[src/rtl/masked_and_dom_pkg.sv]
// Shared types and index helpers for the DOM-indep masked AND/NAND gadget.
// The pair-to-randomness mapping lives here so RTL and users agree on it.
package masked_pkg;

    localparam int D_MAX = 8;

    typedef enum logic {
        IDLE     = 1'b0,
        COMPRESS = 1'b1
    } state_e;

    function automatic int rand_size(input int d);
        return d * (d - 1) / 2;
    endfunction

    // Packs the upper-triangle pair (i<j) densely onto 0..rand_size(d)-1.
    function automatic int rand_idx(input int i, input int j, input int d);
        return i * d - i * (i + 1) / 2 + (j - i - 1);
    endfunction

endpackage

[src/rtl/masked_and_dom_term_cell.sv]
// One registered DOM cross-term: q <= (a & b) ^ r when en, else hold.
// Each instance is its own flop so no cross-domain XOR is merged pre-register.
module dom_term_cell (
    input  logic clk,
    input  logic rst,
    input  logic en,
    input  logic a,
    input  logic b,
    input  logic r,
    output logic q
);

    (* keep = "true", dont_touch = "true" *) logic q_q;
    logic q_d;

    always_comb begin
        q_d = q_q;
        if (en) begin
            q_d = (a & b) ^ r;
        end
    end

    always_ff @(posedge clk) begin
        if (rst) begin
            q_q <= 1'b0;
        end else begin
            q_q <= q_d;
        end
    end

    assign q = q_q;

endmodule

[src/rtl/masked_and_dom.sv]
// D-share domain-oriented masked AND/NAND gadget, two-stage pipeline
// with start/ready/done handshake. Share domain i output uses row i only.
module masked_and_dom
    import masked_pkg::*;
#(
    parameter  int D         = 2,
    localparam int RAND_SIZE = rand_size(D)
) (
    input  logic                 clk,
    input  logic                 rst,
    input  logic                 start,
    input  logic                 nand_sel,
    input  logic [0:D-1]         ina,
    input  logic [0:D-1]         inb,
    input  logic [0:RAND_SIZE-1] rin,
    output logic                 ready,
    output logic                 done,
    output logic [0:D-1]         out
);

    state_e state_q, state_d;
    logic   mode_q, mode_d;
    logic   done_q, done_d;
    logic [0:D-1] out_q, out_d;
    logic [0:D-1][0:D-1] c_q;
    logic   accept;

    assign accept = start & (state_q == IDLE);

    for (genvar i = 0; i < D; i++) begin : g_row
        for (genvar j = 0; j < D; j++) begin : g_col
            logic r_t;
            if (i == j) begin : g_diag
                assign r_t = 1'b0;
            end else if (i < j) begin : g_up
                localparam int K = rand_idx(i, j, D);
                assign r_t = rin[K];
            end else begin : g_lo
                localparam int K = rand_idx(j, i, D);
                assign r_t = rin[K];
            end
            dom_term_cell u_cell (
                .clk (clk),
                .rst (rst),
                .en  (accept),
                .a   (ina[i]),
                .b   (inb[j]),
                .r   (r_t),
                .q   (c_q[i][j])
            );
        end
    end

    always_ff @(posedge clk) begin
        if (rst) begin
            state_q <= IDLE;
            mode_q  <= 1'b0;
            done_q  <= 1'b0;
            out_q   <= '0;
        end else begin
            state_q <= state_d;
            mode_q  <= mode_d;
            done_q  <= done_d;
            out_q   <= out_d;
        end
    end

    always_comb begin
        state_d = state_q;
        mode_d  = mode_q;
        unique case (state_q)
            IDLE: begin
                if (start) begin
                    state_d = COMPRESS;
                    mode_d  = nand_sel;
                end
            end
            COMPRESS: state_d = IDLE;
            default:  state_d = IDLE;
        endcase
    end

    // Compression reads only the registered terms of each row.
    always_comb begin
        out_d  = out_q;
        done_d = 1'b0;
        if (state_q == COMPRESS) begin
            for (int i = 0; i < D; i++) begin
                out_d[i] = ^c_q[i];
            end
            out_d[0] = out_d[0] ^ mode_q;
            done_d   = 1'b1;
        end
    end

    assign ready = (state_q == IDLE);
    assign done  = done_q;
    assign out   = out_q;

endmodule

[config.mk]
export PLATFORM = sky130hd
export DESIGN_NAME = masked_and_dom
export DESIGN_NICKNAME = d
export VERILOG_FILES = /design/src/rtl/masked_and_dom_pkg.sv /design/src/rtl/masked_and_dom_term_cell.sv /design/src/rtl/masked_and_dom.sv
export SDC_FILE = /design/constraint.sdc
export NUM_CORES = 1
export LEC_CHECK = 0
export CELL_PAD_IN_SITES_DETAIL_PLACEMENT = 1
export CELL_PAD_IN_SITES_GLOBAL_PLACEMENT = 1
export CORE_MARGIN = 10
export CORE_UTILIZATION = 31
export CTS_CLUSTER_SIZE = 28
export DETAILED_ROUTE_END_ITERATION = 8
export PLACE_DENSITY = 0.84
export SYNTH_ARGS = -nofsm -noshare
export SYNTH_HDL_FRONTEND = slang
export SYNTH_SLANG_ARGS = --single-unit
export TNS_END_PERCENT = 50
[constraint.sdc]
create_clock -name clk -period 1.5 [get_ports clk]
set_clock_uncertainty 0.15 [all_clocks]
set_input_delay 0.3 -clock clk [delete_from_list [all_inputs] [get_ports clk]]
set_output_delay 0.3 -clock clk [all_outputs]
set_load 0.01 [all_outputs]
---- Word-level counts from Yosys, hierarchy flattened ----
Index checks and enable logic that the tools add are counted.
storage, ports and cells
  flip-flop bits (word level) ............. 9
  output and inout bits ................... 4
  word-level logic and storage cells ...... 23
cells by class
  multiplexer cells ....................... 3
  bitwise logic cells ..................... 9
  reduce and logical (&&, ||, !) cells .... 3
operators with widths
  kind              count
  $and 1x1->1       5
  $reduce_xor 2->1  2
  $xor 1x1->1       3
  $mux 1            2
  $pmux 1 s2        1
  $reduce_and 2->1  1
  $not 1->1         1

---- Depth between registers and ports, before layout ----
  word-level depth ........................ 2
  depth in mapped cells ................... 4
  depth with buffers taken out ............ 3

---- Cells and area by module ----
From an unflattened synthesis, not the netlist that was laid out.
second synthesis, totals
  cells, all modules ...................... 42
  area total of the unflattened synthesis .. 452.9 µm²
modules (own cells, without submodules)
  module          times used  cells each  area an instance (µm²)  seq. area each (µm²)
  dom_term_cell   4           6           63.8                    20.0
  masked_and_dom  1           18          197.7                   100.1

---- Worst setup path after synthesis ----
OpenSTA, ideal clock, no wires.
  path type ............................... register to register
  from .................................... register mode_q
  to ...................................... register out_q (netlist bit out[0])
  setup time .............................. 115 ps
  arrival ................................. 854 ps
  slack ................................... 381 ps
  cell stages (with the launch flop) ...... 4
  path through ............................ dfxtp_1 xor3_1 mux2i_1 nor2_1
on the way
  word-level cells in the longest chain between the ends .. 1
ends and longest elaborated chain
  what                    RTL line              text
  from (decl)             masked_and_dom.sv:22  logic mode_q, mode_d;
  from (signal assigned)  masked_and_dom.sv:62  mode_q <= mode_d;
  $xor 1x1->1             masked_and_dom.sv:91  out_d[0] = out_d[0] ^ mode_q;
  to (signal assigned)    masked_and_dom.sv:64  out_q <= out_d;
  to (decl)               masked_and_dom.sv:24  logic [0:D-1] out_q, out_d;
No other way between the ends.
A chain may end at the register's enable or synchronous reset.

---- Final worst setup path ----
  from .................................... register state_q
  to ...................................... output ready
on the way
  word-level cells in the longest chain between the ends .. 1
ends and longest elaborated chain
  what                    RTL line              text
  from (decl)             masked_and_dom.sv:21  state_e state_q, state_d;
  from (signal assigned)  masked_and_dom.sv:61  state_q <= state_d;
  $not 1->1               n/a
  to (decl)               masked_and_dom.sv:16  output logic ready,
No other way between the ends.

==> results.py <==
metrics = {
    "power": {
        "power_density_nw_per_um2": 993,
        "ir_worst_vdd_mv": 0.515,
        "p_leak_nw": 0.221,
    },
    "drt": {
        "dr_wl_met2_um": 478,
        "m1WireLength_um": 428,
        "drt_iter0_drc": 1,
        "detail-route-antenna-nets": 0,
        "top_layer": "met3",
        "routedWlPerCell_um": 13.8,
        "first_pass_iters": 2,
        "drc": 0,
        "vias": 310,
        "routed_wl_um": 950,
        "avgViaCountPerCell": 4.49,
        "met3WireLength_um": 43,
    },
    "global_routing": {
        "grt-ovfl-total": 0,
        "antenna_found_initial": 0,
        "grt_max_degree": 10,
        "grt_pass1_wl_um": 1640,
        "grt_pass1_vias": 347,
        "grt.total_usage": 0.0659,
    },
    "logic_synthesis": {
        "ys_top_cells_by_count": "9 x dfxtp_1, 6 x nand2_1, 4 x nor2_1",
        "synth_warnings": 0,
        "async_reset_ff_frac": 0,
        "synth_area_um2": 403,
        "synth_cells": 39,
        "yosysTopAreaCell": "dfxtp_1",
        "synth_top_area_share": 0.447,
        "synth-edff-count": 0,
        "yosys.cell_count.top_type": "dfxtp_1",
        "synth_ff_type": "dfxtp_1",
        "synth-seq-area-share": 0.447,
        "synth_seq_cells": 9,
        "synth_fp_nets": 48,
        "avgSynthCellArea_um2": 10.3,
        "synthDistinctLibCells": 18,
        "ys_top_cells_by_area": "dfxtp_1 45%, a211oi_2 6.2%, xor3_1 5.9%, nand2_1 5.6%, nand3_2 5.0%",
    },
    "timing": {
        "period_share": 0.929,
        "worstMarginPinSlew_ns": 0.410,
        "slew_violations": 0,
        "finalWorstSetupSlack_ns": 0.107,
        "hold_viol": 0,
        "hold_ws_ns": 0.315,
        "rsz0062_at_grt": "false",
        "fmax_mhz": 718,
        "setup_viol": 0,
        "min_period_ns": 1.39,
        "slew_headroom": 0.726,
    },
    "clock_tree": {
        "cts.reportedPaths.clkPinSlew_ns": 0.07,
        "cts.sinks": 9,
        "cts_post_setup_buffers_inserted": 0,
        "cts_buffer_depth": 2,
        "cts-root-buf": "clkbuf_4",
        "cts_buffers": 3,
        "holdBufCountCts": 0,
        "cts_tree": "yes",
        "clk_latency_ns": 0.26,
        "cts_max_level": 1,
    },
    "cells_and_area": {
        "antennaDiodeCount": 0,
        "drive_gt1_frac": 0.255,
        "nFillCells": 142,
        "nNetsFinal": 65,
        "area_delta_synth_final_pct": 38.5,
        "design_area_um2": 558,
        "seq_area_um2": 180,
        "multi_input_area_um2": 200,
    },
    "placement": {
        "dp_hpwl_um": 794,
        "place.gp.congestion": 0.681,
        "pre_cts_ws_ns": -0.0483,
        "placed_area_um2": 537,
        "port_buffers": 12,
    },
    "hold_path": {
        "holdPathStages": 2,
        "min_path_type": "reg -> reg",
    },
    "floorplanning": {
        "design.core.area_um2": 1170,
        "die_w_um": 56.1,
        "rows": 12,
        "io_pins": 13,
        "dieArea_um2": 3140,
        "initial_core_util": 0.344,
        "die_height_um": 56.1,
    },
    "setup_path": {
        "crit_type": "reg -> out",
        "cp-end-kind": "output port",
        "reg2regPathDepth": 3,
        "critical_path.max_stage_delay_ns": 0.35,
        "arrival_ns": 0.94,
        "startpoint_type": "flip-flop",
        "worstPathCellList": "inv_1 -> dlygate4sd2_1",
        "crit_path_max_fanout": 2,
        "crit_required_ns": 1.05,
        "cp_slowest_cell": "dfxtp_1",
    },
    "run": {
        "drv_cap": 0,
    },
    "run_status": {
        "outcome": "complete, no violations",
    },
}
layout make-up:
class | instances | area share
clock buffers | 4 | 0.0471
well taps | 14 | 0.0314
repair buffers | 14 | 0.233
inverters | 1 | 0.00673
multi-input cells | 27 | 0.359
flip-flops and latches | 9 | 0.323
state kept, by name, indices dropped and copies added, names as in the netlist:
signal and count:
done 1, state_q 1, mode_q 1, g_row.g_col.u_cell.q 4, out 2
layout by cell type, fill, tap and decap left out, drive strengths merged, types with 2 or more instances in the layout:
cell type	count
nand3	2
dlygate4sd2	4
clkbuf	4
nor2	6
a211oi	3
a21oi	3
buf	2
dfxtp	9
clkdlybuf4s50	8
nand2	6
xor2	2
final timing paths:
kind / from / endpoint / slack, ns
worst max-delay path: state_q / ready / 0.11
worst min-delay path: mode_q / mode_q / 0.31
worst max register to register: mode_q / out[0] / 0.30
worst min register to register: mode_q / mode_q / 0.31
timing repair:
item	CTS	global route
resized for setup	4	0
endpoints found under the hold margin	0	0
setup endpoints to repair	4	0
per-stage QoR:
step | TNS (ns) | power (mW) | utilization | cells
after floorplan | 0 | 0.325 | - | 39
after global placement | -0.0454 | 0.368 | 0.458 | 65
after detailed placement | -0.146 | 0.372 | 0.458 | 65
after CTS | 0 | 0.561 | 0.476 | 69
after global routing | 0 | 0.589 | 0.476 | 69
final | 0 | 0.554 | 0.476 | 69
power by group:
group	switching (mW)	internal (mW)	total, mW
registers	0.00983	0.253	0.263
logic	0.0417	0.0554	0.0970
clock network	0.0912	0.103	0.194
total	0.143	0.411	0.554
worst max-delay path, delay by kind of cell (launching register included):
kind	cells	cell delay, ns
buf+inv	2	0.34
flops	1	0.35
routing by layer:
| metal | vias to the layer above | GRT usage |
|---|---|---|
| met5 | - | 0 |
| met4 | 0 | 0.0205 |
| met3 | 0 | 0.0364 |
| met2 | 11 | 0.106 |
| met1 | 140 | 0.0719 |
| li1 | 159 | - |
kinds of logic (layout without fill, tap and decap cells):
group	count (synthesis)	in the layout	synth area share
XOR/XNOR	4	4	0.124
flip-flops	9	9	0.447
AO/OA/AOI/OAI	6	6	0.137
multiplexers	1	1	0.0248
AND/OR/NAND/NOR	16	16	0.211
buffers and inverters	3	19	0.0559
No activity file was read; power rests on OpenSTA's default activity.
==> RTL edit 1: new RTL, same settings <==
Set the parameter `D` to 4 (it was 2).
--- a/src/rtl/masked_and_dom.sv
+++ b/src/rtl/masked_and_dom.sv
@@ -5,3 +5,3 @@
 #(
-    parameter  int D         = 2,
+    parameter  int D         = 4,
     localparam int RAND_SIZE = rand_size(D)
Interface: changed (resized ina, inb, out and rin); port bits go from 13 to 24. The function was not compared with the original's and may differ.
==> RTL edit 1 against the unedited design <==
Critical path depth is the same. Largest cell class unchanged. Synthesized cell count increased to 3.0 times the old value. Sequential share of layout area rose by 0.69 points. Cell area rose to 2.5 times the old value. Total power is 130% higher. Routed wire length grew to 2.7 times the old value. Setup slack worse by 0.0089 ns. Area after synthesis grew to 2.7 times the old value. Critical path type unchanged. Sequential cell count increased by 14.
==> RTL edit 1: results (changes against the unedited design) <==
FINAL.SIGNAL_BUFFER_COUNT=28  # was 14
LAYOUT_CELL_SHARE_WITH_DRIVE_STRENGTH_BEYOND_1=0.0903  # was 0.255
FIRST_PASS_ITERS=4  # was 2
CLK_TRANSITION_REPORTED_PATHS_NS=0.12  # was 0.07 ns
SLEW-LIMIT-HEADROOM=0.811  # was 0.726
N_MULTI_INPUT_COMBINATIONAL_CELL=88  # was 27
PIN_COUNT_OF_THE_BIGGEST_NET_ENTERING_GLOBAL_ROUTING=30  # was 10
TRACK_USAGE=0.0843  # was 0.0659
REG2REG_SETUP_SLACK_NS=0.16  # was 0.30 ns
SEQ_SHARE=0.330  # was 0.323
DETAIL_ROUTE.ITER0.VIOLATIONS=42  # was 1
ANTENNA_FOUND_INITIAL=0  # unchanged
SYNTH-SEQ-AREA-SHARE=0.427  # was 0.447
WL_PER_CELL_UM=13.3  # was 13.8 µm
CP_MAX_FO=3  # was 2
SEQ_CELL_COUNT=23  # was 9
IO_BUFFER_COUNT=23  # was 12
RR_STARTPOINT='state_q$_SDFF_PP0_'  # was mode_q$_SDFFE_PP0P_
TOTALWIRELENGTH_UM=2530  # was 950 µm
GRT_PASS1_WL_UM=4160  # was 1640 µm
R2R_END='g_row[2].g_col[3].u_cell.q$_SDFFE_PP0P_'  # was out[0]$_SDFFE_PP0P_
CTS.REPAIR.RESIZED=7  # was 4
GRT_PASS1_VIAS=939  # was 347
NON_CLOCK_BUFFER_AREA_SHARE=0.205  # was 0.233
P_SW_FRAC=0.273  # was 0.257
DPL.HPWL_UM=2040  # was 794 µm
FIN_NETS=163  # was 65
CRIT_SLOWEST_CELL='sky130_fd_sc_hd__dfxtp_2'  # was sky130_fd_sc_hd__dfxtp_1
PLACE_INST=186  # was 65
AREA_SHARE_OF_XOR_XNOR_CELLS_IN_THE_SYNTHESIZED_DESIGN=0.200  # was 0.124
ROUTED-VIA-COUNT=874  # was 310
SYNTH.MUX.AREA_FRACTION=0  # was 0.0248
INSERTION_DELAY_NS=0.31  # was 0.26 ns
N_FILL_CELL=401  # was 142
GPL_WTD_CONG=0.747  # was 0.681
OUTCOME='completed'  # unchanged
MAX-VDD-IR-DROP_mV=0.233  # was 0.515 mV
RR_WORST_DEPTH=5  # was 3
SYNTH.NET_COUNT=136  # was 48
SHARE_OF_THE_SYNTHESIZED_AREA_IN_COMPOUND_GATES_AO_OA_AOI_OAI=0.142  # was 0.137
POSTSYNTHCELLCOUNT=118  # was 39
STATIC_POWER_DUE_TO_LEAKAGE_uW=0.000530  # was 0.000221 µW
TOTAL_AREA_OF_MULTI_INPUT_COMBINATIONAL_CELLS_UM2=562  # was 200 µm²
SYNTHTOPCELLSBYCOUNT='sky130_fd_sc_hd__dfxtp_1, sky130_fd_sc_hd__nand2_1, sky130_fd_sc_hd__nor2_1'  # unchanged
CLOCK_CELL_AREA_SHARE=0.0188  # was 0.0471
-- RTL edit 1: cell count changes after synthesis, sizes merged, moves of 3 or more --
cell    delta
xor2      +11
nand3      +3
a211oi    +12
dfxtp     +14
nand2     +13
nor2      +10
xnor2      +8
-- RTL edit 1: power by group through the flow --
stage	clock network, µW	logic, µW	registers (µW)
detailed placement	0	302	699
global route	333	320	692
finish	286	289	684
global placement	0	293	696
floorplan	0	175	697
CTS	302	294	685
-- RTL edit 1: through the flow --
stage          cell area, µm²   util  setup WS, ns  hold WS (ns)
2_1_floorplan            1080      -         0.311         0.223
3_3_place_gp             1380  0.413        -0.101         0.300
3_5_place_dp             1380  0.413        -0.145         0.319
4_1_cts                  1400  0.419        0.0377         0.337
5_1_grt                  1400  0.420        0.0438         0.362
6_report                 1400  0.420        0.0978         0.329
-- RTL edit 1: layer usage --
layer	share of wire	vias up	track usage
met1	0.43	402	0.0932
met5	0	-	0
met2	0.47	22	0.137
li1	-	446	-
met3	0.067	4	0.0282
met4	0.027	0	0.0538
==> RTL edit 2: new RTL, config.mk and constraints unchanged <==
Without the edit above. Make the reset (`rst`) asynchronous in 2 clocked blocks.
--- a/src/rtl/masked_and_dom_term_cell.sv
+++ b/src/rtl/masked_and_dom_term_cell.sv
@@ -22,3 +22,3 @@
 
-    always_ff @(posedge clk) begin
+    always_ff @(posedge clk or posedge rst) begin
         if (rst) begin
--- a/src/rtl/masked_and_dom.sv
+++ b/src/rtl/masked_and_dom.sv
@@ -53,3 +53,3 @@
 
-    always_ff @(posedge clk) begin
+    always_ff @(posedge clk or posedge rst) begin
         if (rst) begin
Formal check against the unedited RTL: differs if rst is asserted again (counterexample within 4 cycles, from zero or initial values and one cycle with rst high); with rst held inactive, the same outputs for 10 cycles.
==> RTL edit 2 against the unedited design <==
Sequential cell count did not move. Setup slack improved by 0.0014 ns. Area after synthesis is 3.1% lower. First-iteration DRC count grew to 3.0 times the old value. Cell area down 0.90%. Total power up 16%. Final cell count decreased by 4.3%. Routed wire length fell by 19%. Largest cell class is now flip-flops and latches.
==> RTL edit 2: results (changes against the unedited design) <==
FIN_NETS=62  # was 65
GRT_PASS1_WL_UM=1400  # was 1640 µm
FINAL_AREA_UM2=553  # was 558 µm²
FIN_CELLS=66  # was 69
SYNTH.MUX.AREA_FRACTION=0.0673  # was 0.0248
DPL.HPWL_UM=667  # was 794 µm
N_MULTI_INPUT_COMBINATIONAL_CELL=22  # was 27
P_INT_uW=478  # was 411 µW
SHARE_OF_THE_SYNTHESIZED_AREA_IN_COMPOUND_GATES_AO_OA_AOI_OAI=0.0641  # was 0.137
FIRST_PASS_ITERS=4  # was 2
FINAL-SEQ-AREA_UM2=225  # was 180 µm²
REG2REG_SETUP_SLACK_NS=0.27  # was 0.30 ns
PWR_DENSITY_CELL_nW_PER_UM2=1160  # was 993 nW/µm²
OUTCOME='completed'  # unchanged
POSTSYNTHCELLCOUNT=35  # was 39
NON_CLOCK_BUFFER_AREA_SHARE=0.235  # was 0.233
FP.DIEAREA_UM2=3080  # was 3140 µm²
TOTAL_AREA_OF_MULTI_INPUT_COMBINATIONAL_CELLS_UM2=143  # was 200 µm²
SYNTHTOPCELLSBYCOUNT='sky130_fd_sc_hd__dfrtp_1, sky130_fd_sc_hd__nand2_1, sky130_fd_sc_hd__o21ai_1'  # was sky130_fd_sc_hd__dfxtp_1, sky130_fd_sc_hd__nand2_1, sky130_fd_sc_hd__nor2_1
GPL_WTD_CONG=0.605  # was 0.681
SETUP.WORST_PATH.START='state_q$_DFF_PP0_'  # was state_q$_SDFF_PP0_
N_FILL_CELL=141  # was 142
POWER.SHARE.CLOCK=0.282  # was 0.350
DPL-INSTANCE-AREA_UM2=532  # was 537 µm²
DETAIL_ROUTE.ITER0.VIOLATIONS=3  # was 1
SYNTH.NET_COUNT=44  # was 48
LAYOUT_CELL_SHARE_WITH_DRIVE_STRENGTH_BEYOND_1=0.154  # was 0.255
YS_ASYNC_SR_FRACTION=1.00  # was 0
NON_CLOCK_INVERTER_COUNT=3  # was 1
TRACK_USAGE=0.0539  # was 0.0659
SYNTH-SEQ-AREA-SHARE=0.577  # was 0.447
AREA_SHARE_OF_XOR_XNOR_CELLS_IN_THE_SYNTHESIZED_DESIGN=0.112  # was 0.124
R2R_END='mode_q$_DFFE_PP0P_'  # was out[0]$_SDFFE_PP0P_
MAX_SLEW.WORST_PIN.SLEW_NS=0.331  # was 0.410 ns
MAX-VDD-IR-DROP_mV=0.432  # was 0.515 mV
## RTL edit 2: cell count changes in the layout (fill, tap and decap cells not counted), moves of 3 or more
cell and delta:
sky130_fd_sc_hd__dfrtp_1 +9, sky130_fd_sc_hd__dfxtp_1 -9, sky130_fd_sc_hd__nor2_1 -3, sky130_fd_sc_hd__o21ai_1 +4
## RTL edit 2: per-layer routing
| metal | track usage | vias to the layer above | part of all wire |
|---|---|---|---|
| met3 | 0.0342 | 0 | 0.11 |
| met5 | 0 | - | 0 |
| met1 | 0.0499 | 137 | 0.39 |
| met4 | 0.0210 | 0 | 0 |
| li1 | - | 145 | - |
| met2 | 0.0924 | 10 | 0.49 |
## RTL edit 2: worst min path at each step
stage                                                 startpoint                                     end  slack [ns]  cells after the start
after detailed placement  g_row[1].g_col[1].u_cell.q$_DFFE_PP0P_  g_row[1].g_col[1].u_cell.q$_DFFE_PP0P_        0.35                      2
after global placement    g_row[0].g_col[0].u_cell.q$_DFFE_PP0P_  g_row[0].g_col[0].u_cell.q$_DFFE_PP0P_        0.34                      2
after floorplan                                              rst                          done$_DFF_PP0_       -0.02                      1
after global routing                                         rst                      mode_q$_DFFE_PP0P_        0.21                      2
after CTS                                                    rst                      out[1]$_DFFE_PP0P_        0.17                      2
final                                                        rst                      out[1]$_DFFE_PP0P_        0.15                      2
## RTL edit 2: critical path: stages, from the launching register on
cell and delay (ns):
sky130_fd_sc_hd__dfrtp_1 0.38, sky130_fd_sc_hd__inv_1 0.05, sky130_fd_sc_hd__dlygate4sd2_1 0.26
## RTL edit 2: what timing repair did
action | 4_1_cts | 5_1_grt
hold buffers | 0 | 0
setup endpoints to repair | 4 | 0
buffers inserted | 0 | 0
endpoints found under the hold margin | 0 | 0
gates resized for setup | 4 | 0
